[src/rtl/seq_pkg.sv]
`default_nettype none
// ============================================================================
//  Module      : seq_pkg
//  Description : Shared constants for seq_controller and the instruction decoder
//  Revision    : 1.0 - initial release
// ============================================================================
package seq_pkg;

    localparam logic [3:0] CLS_RESET = 4'd0;
    localparam logic [3:0] CLS_FETCH = 4'd1;
    localparam logic [3:0] CLS_MOV   = 4'd2;
    localparam logic [3:0] CLS_LD    = 4'd3;
    localparam logic [3:0] CLS_ST    = 4'd4;
    localparam logic [3:0] CLS_ALU   = 4'd5;
    localparam logic [3:0] CLS_JMP   = 4'd6;
    localparam logic [3:0] CLS_HALT  = 4'd7;
    localparam logic [3:0] CLS_FAULT = 4'd8;

    localparam int unsigned STEPS_FETCH  = 3;
    localparam int unsigned STEPS_MOV    = 1;
    localparam int unsigned STEPS_LD     = 5;
    localparam int unsigned STEPS_ST     = 5;
    localparam int unsigned STEPS_ALU    = 3;
    localparam int unsigned STEPS_JMP    = 3;
    localparam int unsigned STEPS_JMP_NT = 1;
    localparam int unsigned DECODE_STEP  = 2;

    localparam int unsigned MEM_STEP_FETCH = 1;
    localparam int unsigned MEM_STEP_LD    = 2;
    localparam int unsigned MEM_STEP_ST    = 3;
    localparam int unsigned MEM_STEP_JMP   = 1;

    localparam logic [7:0] OP_MOV_MASK  = 8'hF0, OP_MOV_VAL  = 8'h00;
    localparam logic [7:0] OP_LD_MASK   = 8'hFC, OP_LD_VAL   = 8'h80;
    localparam logic [7:0] OP_ST_MASK   = 8'hF3, OP_ST_VAL   = 8'hA0;
    localparam logic [7:0] OP_ALU0_MASK = 8'hF0, OP_ALU0_VAL = 8'h20;
    localparam logic [7:0] OP_ALU1_MASK = 8'hF8, OP_ALU1_VAL = 8'h30;
    localparam logic [7:0] OP_ALU2_MASK = 8'hFC, OP_ALU2_VAL = 8'h3C;
    localparam logic [7:0] OP_JMP_MASK  = 8'hFC, OP_JMP_VAL  = 8'h60;
    localparam logic [7:0] OP_HALT_MASK = 8'hFF, OP_HALT_VAL = 8'hFF;

    localparam logic [1:0] CC_ALWAYS = 2'd0;
    localparam logic [1:0] CC_Z      = 2'd1;
    localparam logic [1:0] CC_CY     = 2'd2;
    localparam logic [1:0] CC_S      = 2'd3;

    typedef struct packed {
        logic [3:0] cls;
        logic [1:0] cc;
        logic       legal;
    } dec_t;

    function automatic logic op_match(input logic [7:0] op, input logic [7:0] mask,
                                      input logic [7:0] val);
        return (op & mask) == val;
    endfunction

endpackage
`default_nettype wire

[src/rtl/seq_controller_if.sv]
`default_nettype none
// ============================================================================
//  Module      : seq_controller_if
//  Description : Instruction/flag/memory inputs and sequencing outputs
//  Revision    : 1.0 - initial release
// ============================================================================
interface seq_controller_if #(
    parameter int IW     = 8,
    parameter int STEP_W = 3
);
    logic [IW-1:0]     I;
    logic [2:0]        SZCy;
    logic              mem_ready;
    logic              run;
    logic [3:0]        cls;
    logic [STEP_W-1:0] step;
    logic              mem_req;
    logic              end_sq;
    logic              fault;
    logic              pause_cc;

    modport master (
        input  I, SZCy, mem_ready, run,
        output cls, step, mem_req, end_sq, fault, pause_cc
    );

    modport slave (
        output I, SZCy, mem_ready, run,
        input  cls, step, mem_req, end_sq, fault, pause_cc
    );
endinterface
`default_nettype wire

[src/rtl/seq_decode.sv]
`default_nettype none
// ============================================================================
//  Module      : seq_decode
//  Description : Combinational opcode to instruction-class decode with legality
//  Revision    : 1.0 - initial release
// ============================================================================
module seq_decode
    import seq_pkg::*;
#(
    parameter int IW = 8
) (
    input  logic [IW-1:0] i_instr,
    output dec_t          o_dec
);
    logic [7:0] w_op;
    logic       w_upper_zero;

    assign w_op = i_instr[7:0];

    generate
        if (IW > 8) begin : g_upper
            assign w_upper_zero = ~|i_instr[IW-1:8];
        end else begin : g_no_upper
            assign w_upper_zero = 1'b1;
        end
    endgenerate

    always_comb begin
        o_dec.cc    = w_op[1:0];
        o_dec.legal = 1'b0;
        o_dec.cls   = CLS_FAULT;
        if (w_upper_zero) begin
            o_dec.legal = 1'b1;
            if (op_match(w_op, OP_MOV_MASK, OP_MOV_VAL))        o_dec.cls = CLS_MOV;
            else if (op_match(w_op, OP_LD_MASK, OP_LD_VAL))     o_dec.cls = CLS_LD;
            else if (op_match(w_op, OP_ST_MASK, OP_ST_VAL))     o_dec.cls = CLS_ST;
            else if (op_match(w_op, OP_ALU0_MASK, OP_ALU0_VAL) ||
                     op_match(w_op, OP_ALU1_MASK, OP_ALU1_VAL) ||
                     op_match(w_op, OP_ALU2_MASK, OP_ALU2_VAL)) o_dec.cls = CLS_ALU;
            else if (op_match(w_op, OP_JMP_MASK, OP_JMP_VAL))   o_dec.cls = CLS_JMP;
            else if (op_match(w_op, OP_HALT_MASK, OP_HALT_VAL)) o_dec.cls = CLS_HALT;
            else                                                 o_dec.legal = 1'b0;
        end
    end
endmodule
`default_nettype wire

[src/rtl/seq_controller.sv]
`default_nettype none
// ============================================================================
//  Module      : seq_controller
//  Description : Moore micro-sequencer tracking class + step, falling-edge state
//  Revision    : 1.0 - initial release
// ============================================================================
module seq_controller
    import seq_pkg::*;
#(
    parameter int IW       = 8,
    parameter int STEP_W   = 3,
    parameter int WAIT_MAX = 15
) (
    input  logic             clock,
    input  logic             reset_n,
    seq_controller_if.master bus
);
    localparam int                WCNT_W     = (WAIT_MAX < 1) ? 1 : $clog2(WAIT_MAX + 1);
    localparam logic [WCNT_W-1:0] C_WAIT_MAX = WCNT_W'(WAIT_MAX);

    logic [3:0]        cls_q,  cls_d;
    logic [STEP_W-1:0] step_q, step_d;
    logic [WCNT_W-1:0] wait_q, wait_d;
    logic [1:0]        cc_q,   cc_d;

    dec_t              w_dec;
    logic [STEP_W-1:0] w_last;
    logic              w_mem_step;
    logic              w_taken;
    logic              w_timeout;
    logic              w_end;

    seq_decode #(.IW(IW)) u_decode (
        .i_instr (bus.I),
        .o_dec   (w_dec)
    );

    always_comb begin
        w_last     = '0;
        w_mem_step = 1'b0;
        case (cls_q)
            CLS_FETCH: begin
                w_last     = STEP_W'(STEPS_FETCH - 1);
                w_mem_step = (step_q == STEP_W'(MEM_STEP_FETCH));
            end
            CLS_MOV: w_last = STEP_W'(STEPS_MOV - 1);
            CLS_LD: begin
                w_last     = STEP_W'(STEPS_LD - 1);
                w_mem_step = (step_q == STEP_W'(MEM_STEP_LD));
            end
            CLS_ST: begin
                w_last     = STEP_W'(STEPS_ST - 1);
                w_mem_step = (step_q == STEP_W'(MEM_STEP_ST));
            end
            CLS_ALU: w_last = STEP_W'(STEPS_ALU - 1);
            CLS_JMP: begin
                w_last     = STEP_W'(STEPS_JMP - 1);
                w_mem_step = (step_q == STEP_W'(MEM_STEP_JMP));
            end
            default: ;
        endcase
    end

    always_comb begin
        case (cc_q)
            CC_ALWAYS: w_taken = 1'b1;
            CC_Z:      w_taken = bus.SZCy[1];
            CC_CY:     w_taken = bus.SZCy[0];
            CC_S:      w_taken = bus.SZCy[2];
            default:   w_taken = 1'b0;
        endcase
    end

    // Ready on the timeout edge still completes the access.
    assign w_timeout = (WAIT_MAX != 0) && (wait_q == C_WAIT_MAX);

    always_comb begin
        cls_d  = cls_q;
        step_d = step_q;
        wait_d = '0;
        cc_d   = cc_q;
        case (cls_q)
            CLS_RESET: begin
                cls_d  = CLS_FETCH;
                step_d = '0;
            end
            CLS_HALT, CLS_FAULT: ;
            CLS_FETCH, CLS_MOV, CLS_LD, CLS_ST, CLS_ALU, CLS_JMP: begin
                if (w_mem_step && !bus.mem_ready) begin
                    if (w_timeout) begin
                        cls_d  = CLS_FAULT;
                        step_d = '0;
                    end else begin
                        wait_d = (WAIT_MAX != 0) ? wait_q + WCNT_W'(1) : wait_q;
                    end
                end else if (cls_q == CLS_FETCH && step_q == '0 && !bus.run) begin
                    step_d = step_q;
                end else if (cls_q == CLS_FETCH && step_q == STEP_W'(DECODE_STEP)) begin
                    cls_d  = w_dec.legal ? w_dec.cls : CLS_FAULT;
                    cc_d   = w_dec.cc;
                    step_d = '0;
                end else if ((cls_q == CLS_JMP && step_q == STEP_W'(STEPS_JMP_NT - 1) && !w_taken)
                             || step_q == w_last) begin
                    cls_d  = CLS_FETCH;
                    step_d = '0;
                end else begin
                    step_d = step_q + STEP_W'(1);
                end
            end
            default: begin
                cls_d  = CLS_FAULT;
                step_d = '0;
            end
        endcase
    end

    always_ff @(negedge clock or negedge reset_n) begin
        if (!reset_n) begin
            cls_q  <= CLS_RESET;
            step_q <= '0;
            wait_q <= '0;
            cc_q   <= CC_ALWAYS;
        end else begin
            cls_q  <= cls_d;
            step_q <= step_d;
            wait_q <= wait_d;
            cc_q   <= cc_d;
        end
    end

    assign w_end        = (cls_q == CLS_HALT) || (cls_q == CLS_FAULT);
    assign bus.cls      = cls_q;
    assign bus.step     = step_q;
    assign bus.mem_req  = w_mem_step;
    assign bus.end_sq   = w_end;
    assign bus.fault    = (cls_q == CLS_FAULT);
    assign bus.pause_cc = (w_mem_step && !bus.mem_ready)
                        || (cls_q == CLS_FETCH && step_q == '0 && !bus.run)
                        || w_end;
endmodule
`default_nettype wire

[src/flat_wrapper.sv]
// flat-port wrapper written by rule: the top's interface ports become plain ports
module seq_controller_flat import seq_pkg::*;
#(
    parameter int IW       = 8,
    parameter int STEP_W   = 3,
    parameter int WAIT_MAX = 15
)
  (clock, reset_n, bus_I, bus_SZCy, bus_mem_ready, bus_run, bus_cls, bus_step, bus_mem_req, bus_end_sq, bus_fault, bus_pause_cc);
  seq_controller_if #(.IW(IW), .STEP_W(STEP_W)) bus_i ();
  input  logic clock;
  input  logic reset_n;
  input wire logic [$bits(bus_i.I)-1:0] bus_I;
  input wire logic [$bits(bus_i.SZCy)-1:0] bus_SZCy;
  input wire logic [$bits(bus_i.mem_ready)-1:0] bus_mem_ready;
  input wire logic [$bits(bus_i.run)-1:0] bus_run;
  output wire logic [$bits(bus_i.cls)-1:0] bus_cls;
  output wire logic [$bits(bus_i.step)-1:0] bus_step;
  output wire logic [$bits(bus_i.mem_req)-1:0] bus_mem_req;
  output wire logic [$bits(bus_i.end_sq)-1:0] bus_end_sq;
  output wire logic [$bits(bus_i.fault)-1:0] bus_fault;
  output wire logic [$bits(bus_i.pause_cc)-1:0] bus_pause_cc;
  assign bus_i.I = bus_I;
  assign bus_i.SZCy = bus_SZCy;
  assign bus_i.mem_ready = bus_mem_ready;
  assign bus_i.run = bus_run;
  assign bus_cls = bus_i.cls;
  assign bus_step = bus_i.step;
  assign bus_mem_req = bus_i.mem_req;
  assign bus_end_sq = bus_i.end_sq;
  assign bus_fault = bus_i.fault;
  assign bus_pause_cc = bus_i.pause_cc;
  seq_controller #(.IW(IW), .STEP_W(STEP_W), .WAIT_MAX(WAIT_MAX)) u_core (.clock(clock), .reset_n(reset_n), .bus(bus_i));
endmodule
[config.mk]
export PLATFORM = sky130hd
export DESIGN_NAME = seq_controller_flat
export DESIGN_NICKNAME = d
export VERILOG_FILES = /design/src/rtl/seq_pkg.sv /design/src/rtl/seq_controller_if.sv /design/src/rtl/seq_decode.sv /design/src/rtl/seq_controller.sv /design/src/flat_wrapper.sv
export SDC_FILE = /design/constraint.sdc
export NUM_CORES = 1
export LEC_CHECK = 0
export CAP_MARGIN = 20
export CELL_PAD_IN_SITES_DETAIL_PLACEMENT = 1
export CELL_PAD_IN_SITES_GLOBAL_PLACEMENT = 2
export CORE_UTILIZATION = 25
export DETAILED_ROUTE_END_ITERATION = 10
export PLACE_DENSITY_LB_ADDON = 0.1
export SYNTH_ARGS = -nofsm -noshare
export SYNTH_HDL_FRONTEND = slang
export SYNTH_HIERARCHICAL = 1
export SYNTH_SLANG_ARGS = --single-unit
[constraint.sdc]
create_clock -name clock -period 4.66 [get_ports clock]
set_input_delay 0.699 -clock clock [delete_from_list [all_inputs] [get_ports clock]]
set_output_delay 0.699 -clock clock [all_outputs]
set_load 0.02 [all_outputs]
==> metrics, run 1 <==
Worst EP required between 3000 and 4000 ps; GRT Util Overall around 16%; outcome finished, violations left; HP Class flip-flop to flip-flop; Seq/Total Area, Yosys 29.0%; Hold Crit Depth 1; initial antenna violation count 0; Setup CP Type flip-flop to output port; Ant. Diodes 0; Port Buf Inserts 25; Sinks on Clock Net 13; H-tree depth 1; Ys Warns 6; commonest cells after routing, fill and taps aside buf_4, clkdlybuf4s50_1, nand2_1, dfrtn_1, inv_1; Hold Vio Cnt, Final 0; DIE AREA 4760 um^2; DR WL/cell 15.0 um; worst vdd ir 0.0824 mV; LEAKAGE 0.860 nW; CP top delay family simple AND/OR/NAND/NOR gates; DRT iter0 DRCs 21; I/O pin count 26; most common cell after layout, fill and taps aside buf_4; DRC Markers 0; Fin Hold WS 387 ps; Final Util 42.8%; clock skew 2.04 ps; Via Count 1239; final setup margin -307 ps; clk buf depth 2; Std-Cell Core Area 4320 um^2; hold buffer count at CTS 0; Max-Slew Margin vs Limit 54.0%; vias in the first global route 1327; post-synthesis cell type count 48; Cell Area, Synth 1120 um^2; Vert. Die Dim 69 um; CTS tree built; Num CTS Buffers 3; CP Depth 6; crit-path max cell delay about 430 ps; total power 0.251 mW; Post-DRT Antenna Nets 0; clock-pin slew on the worst setup and hold paths around 40 ps; flops & latches, synth 13; vias per cell 4.86; Startpoint Class flip-flop; final instance area 1850 um^2; critical path peak fanout 3; CP endpoint kind output port; Arr. time, crit path 4270 ps; Async SR Flop Fraction 100%; layout cells sized above 1 36.0%; Area Overhead vs Synth 65.0%; detailed-router iteration count before antenna repair 4; NumNets Final roughly 220; estimated wirelength of the detail-placed design roughly 3000 um; violated checks setup timing; R2R depth 9; max-slew violation count 0; Mapped Nets 154; Routability Congestion a little under 0.8; WP buf/inv 2; Root Buffer clkbuf_8; WL final 3820 um; Cell Rows 24; setup_tns -559 ps; placement-stage cell area approximately 1700 um^2; Setup Viol. Count Final 2; crit path cell chain or3b_4 > a211o_1 > a31oi_4 > and3_4 > inv_2 > buf_6; Worst Tran Pin Value about 690 ps; Syn Inst Count 135; cell type of the slowest stage on the worst timing path dfrtn_1; die width 69 um; largest net degree at the start of global routing 14; maxcap violations 0; syn_area_per_cell 8.31 um^2; first-pass GRT wire length 6320 um; Pwr Density 135 nW/um^2; worst-skew pair later-pin latency 260 ps; Post-synth EDFFs 0; total grt overflow 0; Initial Util 26.0%; RSZ-0062 raised after global routing true; Top FF cell, synth dfrtn_1
==> what timing repair did <==
item	CTS	global route
cloned	0	0
gates resized for setup	35	12
pin swaps	4	3
setup endpoints to repair	7	8
setup buffers	3	7
hold endpoints to repair	0	0
==> sequential cells by signal, indices dropped and copies added, names as in the netlist <==
signal           flops
u_core/bus.cls       4
u_core/wait_q        4
u_core/bus.step      3
u_core/cc_q          2
==> report_power, final <==
| part | switching [mW] | internal, mW | total [mW] | leakage [nW] |
|---|---|---|---|---|
| Clock | 0.0433 | 0.0604 | 0.104 | 0.0228 |
| Combinational | 0.0142 | 0.0180 | 0.0323 | 0.661 |
| Sequential | 0.000548 | 0.114 | 0.115 | 0.175 |
==> path summary, 6_finish.rpt <==
kind	start	endpoint	slack, ps
setup reg to reg	u_core/bus.cls[2]	u_core/bus.cls[0]	2150
hold reg to reg	u_core/wait_q[0]	u_core/wait_q[0]	390
setup / recovery	u_core/bus.cls[0]	bus_pause_cc	-310
min in group asynchronous	reset_n	u_core/bus.step[2]	3070
hold / removal	u_core/wait_q[0]	u_core/wait_q[0]	390
max in group asynchronous	reset_n	u_core/cc_q[1]	1120
==> synthesized netlist by cell type (2+ instances only) <==
cell / instances / area [um^2]
mux2i_1: 3 / 30.0
ha_1: 4 / 50.1
and3_1: 2 / 12.5
nor2b_1: 3 / 18.8
and4_1: 2 / 17.5
nand3_1: 6 / 30.0
nand2b_1: 2 / 12.5
nand4_1: 3 / 18.8
o31ai_1: 2 / 15.0
xnor2_1: 3 / 26.3
a21oi_1: 5 / 25.0
o21ai_0: 9 / 45.0
nor2_1: 10 / 37.5
nor4b_1: 2 / 17.5
o41ai_1: 2 / 17.5
or4b_1: 2 / 20.0
dfrtn_1: 13 / 325
buf_2: 3 / 15.0
nand2_1: 13 / 48.8
mux2_1: 2 / 22.5
buf_4: 2 / 15.0
inv_1: 12 / 45.0
o21ai_1: 2 / 10.0
nor3_1: 4 / 20.0
==> final cells by class <==
class                      count  area [um^2]
sequential                    13          325
clock buffer                   4         45.0
multi-input combinational    103          761
timing repair buffer          70          604
tap                           52         65.1
inverter                      13         51.3
fill                         538         2470
==> layer usage <==
layer  vias up  track usage, %  share of wire, %
li1        624               -                 -
met3         2            3.36               2.2
met2        11            27.6                50
met1       602            22.3                47
met5         -               0                 0
met4         0            1.36              0.21
==> cell families after synthesis <==
group	Yosys count	synth area share, %
XOR/XNOR	4	3.12
buffers and inverters	19	7.36
flip-flops	13	29.0
adder cells (fa/ha/maj)	4	4.46
AO/OA/AOI/OAI	30	19.7
AND/OR/NAND/NOR	59	30.3
multiplexers	6	6.02
==> through the flow <==
step,cells,setup slack (ps)
6_report,255,-307
5_1_grt,255,-368
4_1_cts,250,-312
3_5_place_dp,245,-497
3_3_place_gp,245,-441
2_1_floorplan,135,-190
No activity file was read; power rests on OpenSTA's default activity.
==> run 2: changes to the inputs <==
- GPL_ROUTABILITY_DRIVEN: not set -> 0
==> results of run 2 <==
The final DEF is identical to that of run 1; final timing and power are the same.
==> run 3: changes to the inputs <==
- SLEW_MARGIN: not set -> 5
==> results of run 3 <==
The final DEF is identical to that of run 1; final timing and power are the same.
